<file path="src/rtl/cpu_pkg.sv">
// Shared CPU definitions: register-index width, register count and x0 index.
package cpu_pkg;

  localparam int unsigned REG_ADDR_W = 5;
  localparam int unsigned NUM_REGS   = 32;

  typedef logic [REG_ADDR_W-1:0] reg_addr_t;

  localparam reg_addr_t REG_ZERO = 5'd0;

endpackage : cpu_pkg

</file>
<file path="src/rtl/cpu_regfile_rdport.sv">
// One combinational read port of the integer register file.
// x0 reads as zero; a same-cycle write to the addressed register is forwarded.
module cpu_regfile_rdport
  import cpu_pkg::*;
#(
  parameter int unsigned XLEN = 32
) (
  input  logic [NUM_REGS-1:1][XLEN-1:0] i_regs,
  input  reg_addr_t                     i_addr,
  input  logic                          i_byp_en,
  input  reg_addr_t                     i_byp_addr,
  input  logic [XLEN-1:0]               i_byp_data,
  output logic [XLEN-1:0]               o_data_c
);

  // Select zero, bypassed write data or stored value
  always_comb begin
    o_data_c = '0;
    if (i_addr == REG_ZERO) begin
      o_data_c = '0;
    end else if (i_byp_en && (i_byp_addr == i_addr)) begin
      o_data_c = i_byp_data;
    end else begin
      o_data_c = i_regs[i_addr];
    end
  end

endmodule : cpu_regfile_rdport

</file>
<file path="src/rtl/cpu_regfile.sv">
// Integer register file: x0..x31, two combinational read ports, one write port.
// x0 has no storage and always reads zero. Writes are forwarded to readers in
// the same cycle. Optional write trace enabled by defining CPU_REGFILE_LOG_EN.
module cpu_regfile
  import cpu_pkg::*;
#(
  parameter int unsigned XLEN = 32
) (
  input  logic                  clk,
  input  logic                  reset,
  input  logic [REG_ADDR_W-1:0] rs1_addr,
  input  logic [REG_ADDR_W-1:0] rs2_addr,
  input  logic [REG_ADDR_W-1:0] rd_addr,
  input  logic [XLEN-1:0]       rd_data,
  input  logic                  rd_write_en,
  output logic [XLEN-1:0]       rs1_data,
  output logic [XLEN-1:0]       rs2_data
);

  logic [NUM_REGS-1:1][XLEN-1:0] r_regs;
  logic                          w_wr_active;

  // A write takes effect only when enabled, not to x0 and not under reset
  assign w_wr_active = rd_write_en && (rd_addr != REG_ZERO) && !reset;

  // Storage update: reset clears x1..x31 and wins over a concurrent write
  always_ff @(posedge clk) begin
    if (reset) begin
      r_regs <= '0;
    end else if (w_wr_active) begin
      r_regs[rd_addr] <= rd_data;
    end
  end

  cpu_regfile_rdport #(.XLEN(XLEN)) u_rdport1 (
    .i_regs     (r_regs),
    .i_addr     (rs1_addr),
    .i_byp_en   (w_wr_active),
    .i_byp_addr (rd_addr),
    .i_byp_data (rd_data),
    .o_data_c   (rs1_data)
  );

  cpu_regfile_rdport #(.XLEN(XLEN)) u_rdport2 (
    .i_regs     (r_regs),
    .i_addr     (rs2_addr),
    .i_byp_en   (w_wr_active),
    .i_byp_addr (rd_addr),
    .i_byp_data (rd_data),
    .o_data_c   (rs2_data)
  );

`ifdef CPU_REGFILE_LOG_EN
  // Simulation trace of every enabled write, x0 writes flagged as ignored
  always_ff @(posedge clk) begin
    if (!reset && rd_write_en) begin
      if (rd_addr == REG_ZERO) begin
        $display("%0t cpu_regfile: x%0d <= 0x%h (ignored)", $time, rd_addr, rd_data);
      end else begin
        $display("%0t cpu_regfile: x%0d <= 0x%h", $time, rd_addr, rd_data);
      end
    end
  end
`endif

endmodule : cpu_regfile

</file>
<file path="config.mk">
export PLATFORM = sky130hd
export DESIGN_NAME = cpu_regfile
export DESIGN_NICKNAME = d
export VERILOG_FILES = /design/src/rtl/cpu_pkg.sv /design/src/rtl/cpu_regfile_rdport.sv /design/src/rtl/cpu_regfile.sv
export SDC_FILE = /design/constraint.sdc
export NUM_CORES = 2
export LEC_CHECK = 0
export ABC_AREA = 1
export BUFFER_PORTS_ARGS = -buffer_cell sky130_fd_sc_hd__buf_2
export CELL_PAD_IN_SITES_DETAIL_PLACEMENT = 2
export CELL_PAD_IN_SITES_GLOBAL_PLACEMENT = 2
export CORE_MARGIN = 5
export CORE_UTILIZATION = 33
export DETAILED_ROUTE_END_ITERATION = 6
export PLACE_DENSITY_LB_ADDON = 0.08
export SLEW_MARGIN = 5
export SYNTH_ARGS = -nofsm -noshare
export SYNTH_HDL_FRONTEND = slang
export SYNTH_SLANG_ARGS = --single-unit
export TNS_END_PERCENT = 10
</file>
<file path="constraint.sdc">
create_clock -name clk -period 2 [get_ports clk]
set_input_delay 0.4 -clock clk [delete_from_list [all_inputs] [get_ports clk]]
set_output_delay 0.4 -clock clk [all_outputs]
set_load 0.005 [all_outputs]
</file>
==> flow_metrics.py <==
metrics = {
    "cts": {
        "cts.clk_slew.worst_paths_ns": 0.07,
        "clock_latency_ns": 0.79,
        "cts.path.max_buffers": 3,
        "ctsRootBufferMaster": "clkbuf_16",
        "htreeDepth": 4,
        "clkSinkCount": 992,
        "cts_buffers": 132,
        "cts_tree": "yes",
    },
    "timing": {
        "tightest_slew_ns": 1.08,
        "skew_ns": 0,
        "setup_viol": 64,
        "max_freq_mhz": 384,
        "hold_viol": 0,
        "whs_ns": 0.0609,
        "fin_ws_ns": -0.603,
        "rsz0062_at_grt": "true",
        "slew_headroom_pct": 27.9,
        "min_period_ns": 2.60,
        "maxSlewViolCount": 0,
        "period_share_pct": 130,
    },
    "setup_path": {
        "end_kind": "primary output",
        "required_ns": 1.60,
        "arrival_ns": 2.20,
        "crit_type": "in -> out",
        "critPathMaxFanout": 6,
        "cp-start-kind": "primary input",
    },
    "floorplanning": {
        "start_util_pct": 33.2,
        "die_h_um": 429,
        "ioPinCount": 114,
        "dieArea_um2": 184000,
        "fp-row-count": 153,
        "core_um2": 174000,
        "fp.dieW_um": 429,
    },
    "global_route": {
        "grt_usage_pct": 36.0,
        "grt_pass1_vias": 69742,
        "grt_pass1_wl_um": 495000,
        "overflow": 0,
        "antenna_found_initial": 11,
        "grt_max_degree": 144,
    },
    "pwr": {
        "swShare_pct": 30.1,
        "power-per-cell-area_nw_per_um2": 719,
        "p_seq_share_pct": 37.8,
        "max-vdd-ir-drop_mv": 0.679,
        "clockPowerShare_pct": 46.2,
        "total_power_mw": 53.0,
        "p_leak_nw": 26.9,
        "combPwrFrac_pct": 16.0,
        "p_switching_mw": 15.9,
        "intPower_mw": 37.1,
    },
    "placed_design": {
        "gp_congestion": 0.880,
        "place_inst": 10824,
        "postPlaceCellArea_um2": 66300,
        "io_buffer_count": 113,
        "hpwl_um": 224000,
    },
    "finish": {
        "drive_gt1_share_pct": 23.9,
        "regMostFlops": "r_regs",
        "fin_util_pct": 42.3,
        "largest_reg_flops": 992,
        "area_growth_pct": 27.3,
        "design_area_um2": 73700,
        "reg_top3": "r_regs (992)",
        "fin_nets": 8742,
        "stdcell_count": 11105,
    },
    "synth": {
        "syn_inst": 8558,
        "post_synth_num_cell_types": 30,
        "async_flop_share_pct": 0,
        "synth_area_leader_cell": "dfxtp_1",
        "synth-edff-count": 0,
        "synthesis.area_um2": 57900,
        "yosys-top-cells-area": "dfxtp_1, nand2_1, nand3_1",
        "ys.flop_type": "dfxtp_1",
        "syn_nets": 8608,
        "ys_ff_latch": 992,
        "ys_seq_area_share_pct": 34.3,
        "synth_warnings": 0,
        "synth_top_area_share_pct": 34.3,
        "synth_area_per_cell_um2": 6.76,
    },
    "run_status": {
        "violations": "setup timing",
        "status": "complete, but fails checks",
    },
    "routing": {
        "first_pass_iters": 6,
        "drt_iter0_drc": 4960,
        "num_vias": 65945,
        "route.detailed.drc": 0,
        "post_drt_wl_per_cell_um": 31.0,
        "ant_nets": 0,
        "via_per_inst": 5.94,
        "wirelength_um": 344000,
    },
    "worst_hold_path": {
        "hold_class": "in -> reg",
    },
    "job": {
        "max_cap_violations": 0,
    },
}
-- logic make-up (layout without fill, tap and decap cells) --
kind of cell / count (synthesis) / after routing / synth area share, %
flops: 992 / 992 / 34.3
other cells: 0 / 2 / 0
buf+inv: 1334 / 1554 / 9.93
compound gates: 1169 / 1169 / 17.8
xor+xnor: 4 / 4 / 0.0605
simple gates: 5059 / 5059 / 37.9
-- layer usage --
layer / up-vias / global-route usage [%] / wire, µm
met5: - / 0 / 11
met4: 2 / 18.6 / 20900
met1: 34307 / 45.5 / 145000
met3: 785 / 5.15 / 18900
met2: 2191 / 59.8 / 160000
li1: 28660 / - / -
-- cells in the final DEF, fill, tap and decap left out, types with 6 or more instances in the layout --
cell	Yosys	layout
nor2_8	25	25
inv_6	1	6
nand4_1	40	40
inv_2	26	45
nand3_2	0	195
a21oi_1	293	288
nand3_4	0	38
clkinv_2	0	19
buf_12	0	287
clkbuf_1	418	19
clkbuf_16	0	138
nor3_2	6	7
nor2_4	7	11
a211oi_2	504	504
nand2_4	1	24
nand2_2	6	35
bufinv_16	0	6
or2_2	50	48
buf_6	27	39
a211oi_1	265	265
o211ai_1	10	10
bufbuf_16	0	6
buf_4	72	353
nor2_2	7	12
dlygate4sd3_1	0	25
nand2_1	2309	2256
nor2_1	935	926
nor3_1	36	34
o21ai_1	0	26
dfxtp_1	992	864
clkbuf_8	0	38
buf_16	0	19
o21ai_0	97	69
dfxtp_2	0	126
buf_2	210	79
nand3_1	1631	1398
inv_1	492	458
-- cell usage after synthesis (4+ instances only) --
cell and instances:
nor3_1 36, inv_2 26, xor2_1 4, dfxtp_1 992, nand2_2 6, buf_6 27
nor2_1 935, buf_4 72, nor3_2 6, or2_2 50, o21ai_0 97, inv_1 492
nor2_2 7, buf_1 88, o211ai_1 10, nor2_8 25, a21oi_1 293, a211oi_2 504
nand3_1 1631, nand2_1 2309, nand4_1 40, buf_2 210, a211oi_1 265, nand2_8 4
nor2_4 7, clkbuf_1 418
-- area by class of cell --
type	instances	area, µm²
fill	19856	101000
multi-input combinational	6232	34100
sequential	992	20000
timing repair buffer	815	10300
clock buffer	192	3980
tap	2325	2910
inverter	519	2040
clock inverter	28	313
antenna	2	5.00
-- critical path, cell delays in order --
cell and delay (ns):
buf_16 0.15, buf_12 0.15, nand2_4 0.05, nand4_1 0.15, nor3_2 0.16, nand3b_1 0.26
buf_6 0.25, buf_12 0.15, nand3_4 0.09, nand2_4 0.08, inv_4 0.09, buf_12 0.10
buf_12 0.08
-- path summary, 6_finish.rpt --
| kind | slack [ns] | cells after the start | startpoint | end |
|---|---|---|---|---|
| max | -0.60 | 13 | rs1_addr[0] | rs1_data[31] |
| min | 0.06 | 3 | rd_data[5] | r_regs[229]$_SDFFE_PP0P_ |
| max reg2reg | 1.12 | 4 | r_regs[435]$_SDFFE_PP0P_ | r_regs[435]$_SDFFE_PP0P_ |
| min reg2reg | 0.48 | 2 | r_regs[374]$_SDFFE_PP0P_ | r_regs[374]$_SDFFE_PP0P_ |
-- stage by stage --
step	TNS [ns]	setup WS, ns
2_1_floorplan	-0.363	-0.0125
3_3_place_gp	-145.26	-1.02
3_5_place_dp	-225.83	-1.00
4_1_cts	-34.02	-0.616
5_1_grt	-37.83	-0.661
6_report	-34.22	-0.603
-- timing repair --
item / in CTS / in global routing
gates resized for setup: 478 / 165
hold buffers: 25 / 0
pin swaps: 123 / 54
buffers inserted: 23 / 11
endpoints found under the hold margin: 84 / 0
endpoints found under the setup margin: 64 / 64
cloned: 7 / 2
-- power by group through the flow --
| stage | Clock (mW) | Sequential, mW | Combinational, mW |
|---|---|---|---|
| after floorplan | 0 | 20.4 | 3.63 |
| after global placement | 0 | 20.4 | 7.58 |
| after detailed placement | 0 | 20.4 | 7.70 |
| after CTS | 24.8 | 20.0 | 8.23 |
| after global routing | 25.6 | 20.0 | 8.80 |
| final | 24.5 | 20.0 | 8.50 |
(Power assumes the default switching activity.)
